### src/rtl/ddu_link_framer.sv
// Link framer: buffers controller event words in an elastic FIFO and wraps each
// event as SOP / data / CRC-16 / EOP / EXT with idle fill for the 8b/10b transmitter.
module ddu_link_framer #(
  parameter int FIFO_AW   = 4,
  parameter int AFULL_LVL = 12,
  parameter int IFG       = 2
) (
  input  logic        CLKDDU,
  input  logic        RST,
  input  logic        GIGAEN,
  input  logic [15:0] DIN,
  input  logic        DIN_VALID,
  input  logic        DIN_LAST,
  output logic        AFULL,
  output logic        OVFL,
  output logic [15:0] TXD,
  output logic [1:0]  TXK,
  output logic        FRAME_ACT,
  output logic [15:0] FRAME_CNT
);

  localparam int                 DEPTH    = 1 << FIFO_AW;
  localparam logic [FIFO_AW:0]   DEPTH_C  = (FIFO_AW+1)'(DEPTH);
  localparam logic [FIFO_AW:0]   AFULL_C  = (FIFO_AW+1)'(AFULL_LVL);
  localparam logic [FIFO_AW:0]   ONE_C    = (FIFO_AW+1)'(1);
  localparam logic [3:0]         IFG_C    = 4'(IFG);
  localparam logic [15:0]        W_IDLE   = 16'h50BC;
  localparam logic [15:0]        W_SOP    = 16'hF7FB;
  localparam logic [15:0]        W_EOP    = 16'hFDFE;
  localparam logic [15:0]        W_EXT    = 16'hF7F7;

  typedef enum logic [2:0] {ST_IDLE, ST_DATA, ST_CRC, ST_EOP, ST_EXT} state_t;

  state_t               state_reg;
  logic [16:0]          mem [0:DEPTH-1];
  logic [FIFO_AW-1:0]   wr_ptr_reg, rd_ptr_reg;
  logic [FIFO_AW:0]     count_reg, count_next;
  logic [FIFO_AW:0]     pend_reg, pend_next;
  logic [15:0]          crc_reg;
  logic [3:0]           ifg_reg;

  logic        fifo_full, fifo_empty, flush, pop, wr_en, drop, start_frame;
  logic [16:0] rd_word;
  logic [15:0] crc_stage [0:16];

  assign fifo_full   = (count_reg == DEPTH_C);
  assign fifo_empty  = (count_reg == '0);
  assign flush       = (state_reg == ST_IDLE) && !GIGAEN;
  assign pop         = (state_reg == ST_DATA) && !fifo_empty;
  assign rd_word     = mem[rd_ptr_reg];
  // A pop in the same cycle frees the slot, so a write to a full FIFO still lands.
  assign wr_en       = DIN_VALID && !flush && (!fifo_full || pop);
  assign drop        = DIN_VALID && !flush && fifo_full && !pop;
  assign start_frame = GIGAEN && (ifg_reg >= IFG_C) && ((pend_reg != '0) || fifo_full);

  // CRC-16-CCITT over one whole word, MSB first, unrolled into 16 shift stages.
  assign crc_stage[0] = crc_reg ^ rd_word[15:0];
  generate
    for (genvar gi = 0; gi < 16; gi++) begin : g_crc
      assign crc_stage[gi+1] = crc_stage[gi][15] ? ({crc_stage[gi][14:0], 1'b0} ^ 16'h1021)
                                                 :  {crc_stage[gi][14:0], 1'b0};
    end
  endgenerate

  always_comb begin
    count_next = count_reg;
    if (flush)
      count_next = '0;
    else if (wr_en && !pop)
      count_next = count_reg + ONE_C;
    else if (!wr_en && pop)
      count_next = count_reg - ONE_C;
  end

  always_comb begin
    pend_next = pend_reg;
    if (flush)
      pend_next = '0;
    else if ((wr_en && DIN_LAST) && !(pop && rd_word[16]))
      pend_next = pend_reg + ONE_C;
    else if (!(wr_en && DIN_LAST) && (pop && rd_word[16]))
      pend_next = pend_reg - ONE_C;
  end

  always_ff @(posedge CLKDDU) begin
    if (wr_en)
      mem[wr_ptr_reg] <= {DIN_LAST, DIN};
  end

  always_ff @(posedge CLKDDU) begin
    if (RST) begin
      state_reg  <= ST_IDLE;
      wr_ptr_reg <= '0;
      rd_ptr_reg <= '0;
      count_reg  <= '0;
      pend_reg   <= '0;
      crc_reg    <= 16'hFFFF;
      ifg_reg    <= 4'hF;
      TXD        <= W_IDLE;
      TXK        <= 2'b01;
      FRAME_ACT  <= 1'b0;
      FRAME_CNT  <= 16'h0000;
      AFULL      <= 1'b0;
      OVFL       <= 1'b0;
    end else begin
      count_reg <= count_next;
      pend_reg  <= pend_next;
      AFULL     <= (count_next >= AFULL_C);
      if (drop)
        OVFL <= 1'b1;
      if (flush) begin
        wr_ptr_reg <= '0;
        rd_ptr_reg <= '0;
      end else begin
        if (wr_en) wr_ptr_reg <= wr_ptr_reg + 1'b1;
        if (pop)   rd_ptr_reg <= rd_ptr_reg + 1'b1;
      end

      // Each state names the word driven at this edge; TXD/TXK/FRAME_ACT follow it.
      case (state_reg)
        ST_IDLE: begin
          if (start_frame) begin
            TXD       <= W_SOP;
            TXK       <= 2'b11;
            FRAME_ACT <= 1'b1;
            crc_reg   <= 16'hFFFF;
            state_reg <= ST_DATA;
          end else begin
            TXD       <= W_IDLE;
            TXK       <= 2'b01;
            FRAME_ACT <= 1'b0;
            if (ifg_reg != 4'hF)
              ifg_reg <= ifg_reg + 4'd1;
          end
        end
        ST_DATA: begin
          if (pop) begin
            TXD     <= rd_word[15:0];
            TXK     <= 2'b00;
            crc_reg <= crc_stage[16];
            if (rd_word[16])
              state_reg <= ST_CRC;
          end else begin
            TXD <= W_EXT;
            TXK <= 2'b11;
          end
        end
        ST_CRC: begin
          TXD       <= crc_reg;
          TXK       <= 2'b00;
          state_reg <= ST_EOP;
        end
        ST_EOP: begin
          TXD       <= W_EOP;
          TXK       <= 2'b11;
          FRAME_CNT <= FRAME_CNT + 16'd1;
          state_reg <= ST_EXT;
        end
        ST_EXT: begin
          TXD       <= W_EXT;
          TXK       <= 2'b11;
          ifg_reg   <= 4'h0;
          state_reg <= ST_IDLE;
        end
        default: state_reg <= ST_IDLE;
      endcase
    end
  end

endmodule

### config.mk
export PLATFORM = sky130hd
export DESIGN_NAME = ddu_link_framer
export DESIGN_NICKNAME = d
export VERILOG_FILES = /design/src/rtl/ddu_link_framer.sv
export SDC_FILE = /design/constraint.sdc
export NUM_CORES = 1
export LEC_CHECK = 0
export CELL_PAD_IN_SITES_DETAIL_PLACEMENT = 0
export CELL_PAD_IN_SITES_GLOBAL_PLACEMENT = 2
export CORE_MARGIN = 3
export CORE_UTILIZATION = 49
export CTS_CLUSTER_DIAMETER = 100
export DETAILED_ROUTE_END_ITERATION = 16
export GPL_TIMING_DRIVEN = 1
export PLACE_DENSITY = 0.94
export SYNTH_ARGS = -nofsm -noshare
export SYNTH_HDL_FRONTEND = slang
export SYNTH_SLANG_ARGS = --single-unit
### constraint.sdc
create_clock -name CLKDDU -period 8.2 [get_ports CLKDDU]
set_input_delay 1.23 -clock CLKDDU [delete_from_list [all_inputs] [get_ports CLKDDU]]
set_output_delay 1.23 -clock CLKDDU [all_outputs]
set_load 0.005 [all_outputs]
==> results.yml <==
final_layout:
  finish.net_count: 995
  stdcell_area_sq_mm: 0.0168
  syn_to_final_growth_pct: 14.0
  drive_above_1_share: 0.188
  final_cell_mix: "272 x edfxtp_1, 78 x dfxtp_1, 72 x nor2_1"
  n_antenna_cell: 0
  largest_register_ffs: 272
  final_common_cell: "edfxtp_1"
  top_register: "mem"
  fin_cells: 1371
synth:
  synthesis.nets: 934
  netlist_instances: 898
  synth-seq-cells: 354
  syn_area_sq_mm: 0.0147
  yosysUniqueCellTypes: 59
  synth_ff_type: "edfxtp_1"
  synth_edf_count: 272
  synthArstFlopShare: 0
  yosys_warnings: 0
  avgSynthCellArea_sq_um: 16.4
  synth.yosys.seq_area_share: 0.665
route:
  wire_per_inst_microns: 22.1
  antenna_left: 0
  via_per_inst: 5.70
  drt_pre_antenna_iters: 5
  drc_errors: 0
  drt-initial-drc-count: 681
  wirelength_microns: 30300
  via_count: 7812
die:
  num_rows: 62
  io_pins: 58
  dieArea_sq_mm: 0.0322
  core_area_sq_mm: 0.0292
  die_h_microns: 179
  die_x_microns: 179
  initial_utilization: 0.506
placement:
  dp.cells: 1304
  hpwlAfterDp_microns: 18300
  gp_congestion: 0.787
  numPortBuffers: 57
  placement.cell_area_sq_mm: 0.0156
  pre_cts_ws_ns: 3.59
clock_tree:
  cts_made_buffers: 37
  clkSlewWorstSetupHoldPaths_ns: 0.06
  clk-insertion-delay-late_ns: 0.53
  post-cts-setup-buffers: 0
  cts_root_buf: "clkbuf_16"
  cts_sinks: 354
  cts_resized: 0
  cts.path.max_buffers: 3
  htree_levels: 2
  hold_buffers: 0
  cts_tree: "yes"
timing:
  max_slew_margin: 0.169
  setup_viol: 0
  fmax_ghz: 0.237
  fin_setup_tns_ns: 0
  rsz0062_at_grt: "false"
  timing.final.ws_setup_ns: 3.97
  slew_viol_final: 0
  clock_skew_ns: 0.00843
  hold_violations: 0
  min_period_ns: 4.23
  layout_worst_path_cycle_share: 0.516
  worst_pin_slew_ns: 1.24
power_and_ir_drop:
  ir_worst_vdd_v: 0.000195
  powerDensity_mw_per_mm2: 290
  p_leak_nw: 5.37
outcome:
  status: "finished, final reports clean"
grt:
  grt-ovfl-total: 0
  grt_max_degree: 56
  grt_pass1_wl_microns: 47900
  track_usage: 0.188
  antenna_found_initial: 1
  grt_pass1_vias: 8036
worst_setup_path:
  worstSetupPathType: "flip-flop to flip-flop"
  endpoint_kind: "flip-flop"
  required_ns: 8.66
  crit_path_start_kind: "flip-flop"
  critPathMaxFanout: 27
  worstPathArrival_ns: 4.69
hold_path:
  hold_class: "flip-flop to flip-flop"
flow_run:
  cap_violations: 0
## Yosys cell counts, types with 8 or more instances
library cell / count / area (sq um)
nor3_1: 11 / 55.1
a21oi_1: 33 / 165
mux4_2: 67 / 1510
inv_1: 10 / 37.5
xor2_1: 29 / 254
nand2_1: 36 / 135
ha_1: 14 / 175
buf_6: 8 / 90.1
mux2i_1: 28 / 280
o22ai_1: 9 / 56.3
xnor2_1: 31 / 272
or2_2: 9 / 56.3
nor2_1: 84 / 315
clkbuf_1: 23 / 86.3
dfxtp_1: 82 / 1640
o21ai_0: 13 / 65.1
and3_1: 8 / 50.1
edfxtp_1: 272 / 8170
nand3_1: 12 / 60.1
nand2b_1: 11 / 68.8
## report_power, final
part,switching [mW],internal [mW]
Sequential,0.0888,2.03
Combinational,0.616,0.537
Clock,0.695,0.909
## critical path: stages, from the launching register on
cell	delay, ns
dfxtp_2	0.78
buf_4	0.57
mux4_2	0.56
mux4_2	0.53
nand2_1	0.11
ha_1	0.18
inv_1	0.11
fa_1	0.42
a21o_1	0.17
a21oi_1	0.17
xnor2_1	0.09
or3_1	0.30
a21oi_1	0.13
## per-stage QoR
stage / power (mW) / hold WS [ns] / utilization
floorplan: 3.01 / 0.459 / -
global placement: 3.30 / 0.470 / 0.536
detailed placement: 3.30 / 0.466 / 0.536
CTS: 4.91 / 0.481 / 0.576
global route: 5.10 / 0.525 / 0.576
finish: 4.87 / 0.478 / 0.576
## cell families (layout without fill, tap and decap cells)
group / after synthesis / count (layout) / synth area share
flip-flops: 354 / 354 / 0.665
AO/OA/AOI/OAI: 86 / 86 / 0.0357
adder cells (fa/ha/maj): 15 / 15 / 0.0132
multiplexers: 108 / 108 / 0.140
buffers and inverters: 57 / 146 / 0.0227
AND/OR/NAND/NOR: 201 / 201 / 0.0643
XOR/XNOR: 77 / 77 / 0.0587
## metal layers
| layer | wire, microns | vias up | GRT usage |
|---|---|---|---|
| met5 | 0 | - | 0 |
| met4 | 693 | 0 | 0.0449 |
| met3 | 2170 | 54 | 0.0430 |
| met2 | 14500 | 252 | 0.304 |
| met1 | 12900 | 3945 | 0.263 |
| li1 | - | 3561 | - |
## worst paths after layout
path                                          start                       end  slack [ns]  cells after the start
worst min register to register  TXD[9]$_SDFFE_PP0P_       TXD[9]$_SDFFE_PP0P_        0.48                      2
worst max-delay path                      flip-flop  pend_reg[4]$_SDFFE_PP0P_        3.97                     12
worst max register to register            flip-flop  pend_reg[4]$_SDFFE_PP0P_        3.97                     12
worst min-delay path            TXD[9]$_SDFFE_PP0P_       TXD[9]$_SDFFE_PP0P_        0.48                      2
## area by class of cell
class | instances | area [sq um]
clock buffer | 45 | 956
clock inverter | 22 | 214
timing repair buffer | 69 | 656
multi-input combinational | 487 | 4650
sequential | 354 | 9820
fill | 2237 | 12400
inverter | 10 | 37.5
tap | 384 | 480
No activity file was read; power rests on OpenSTA's default activity.
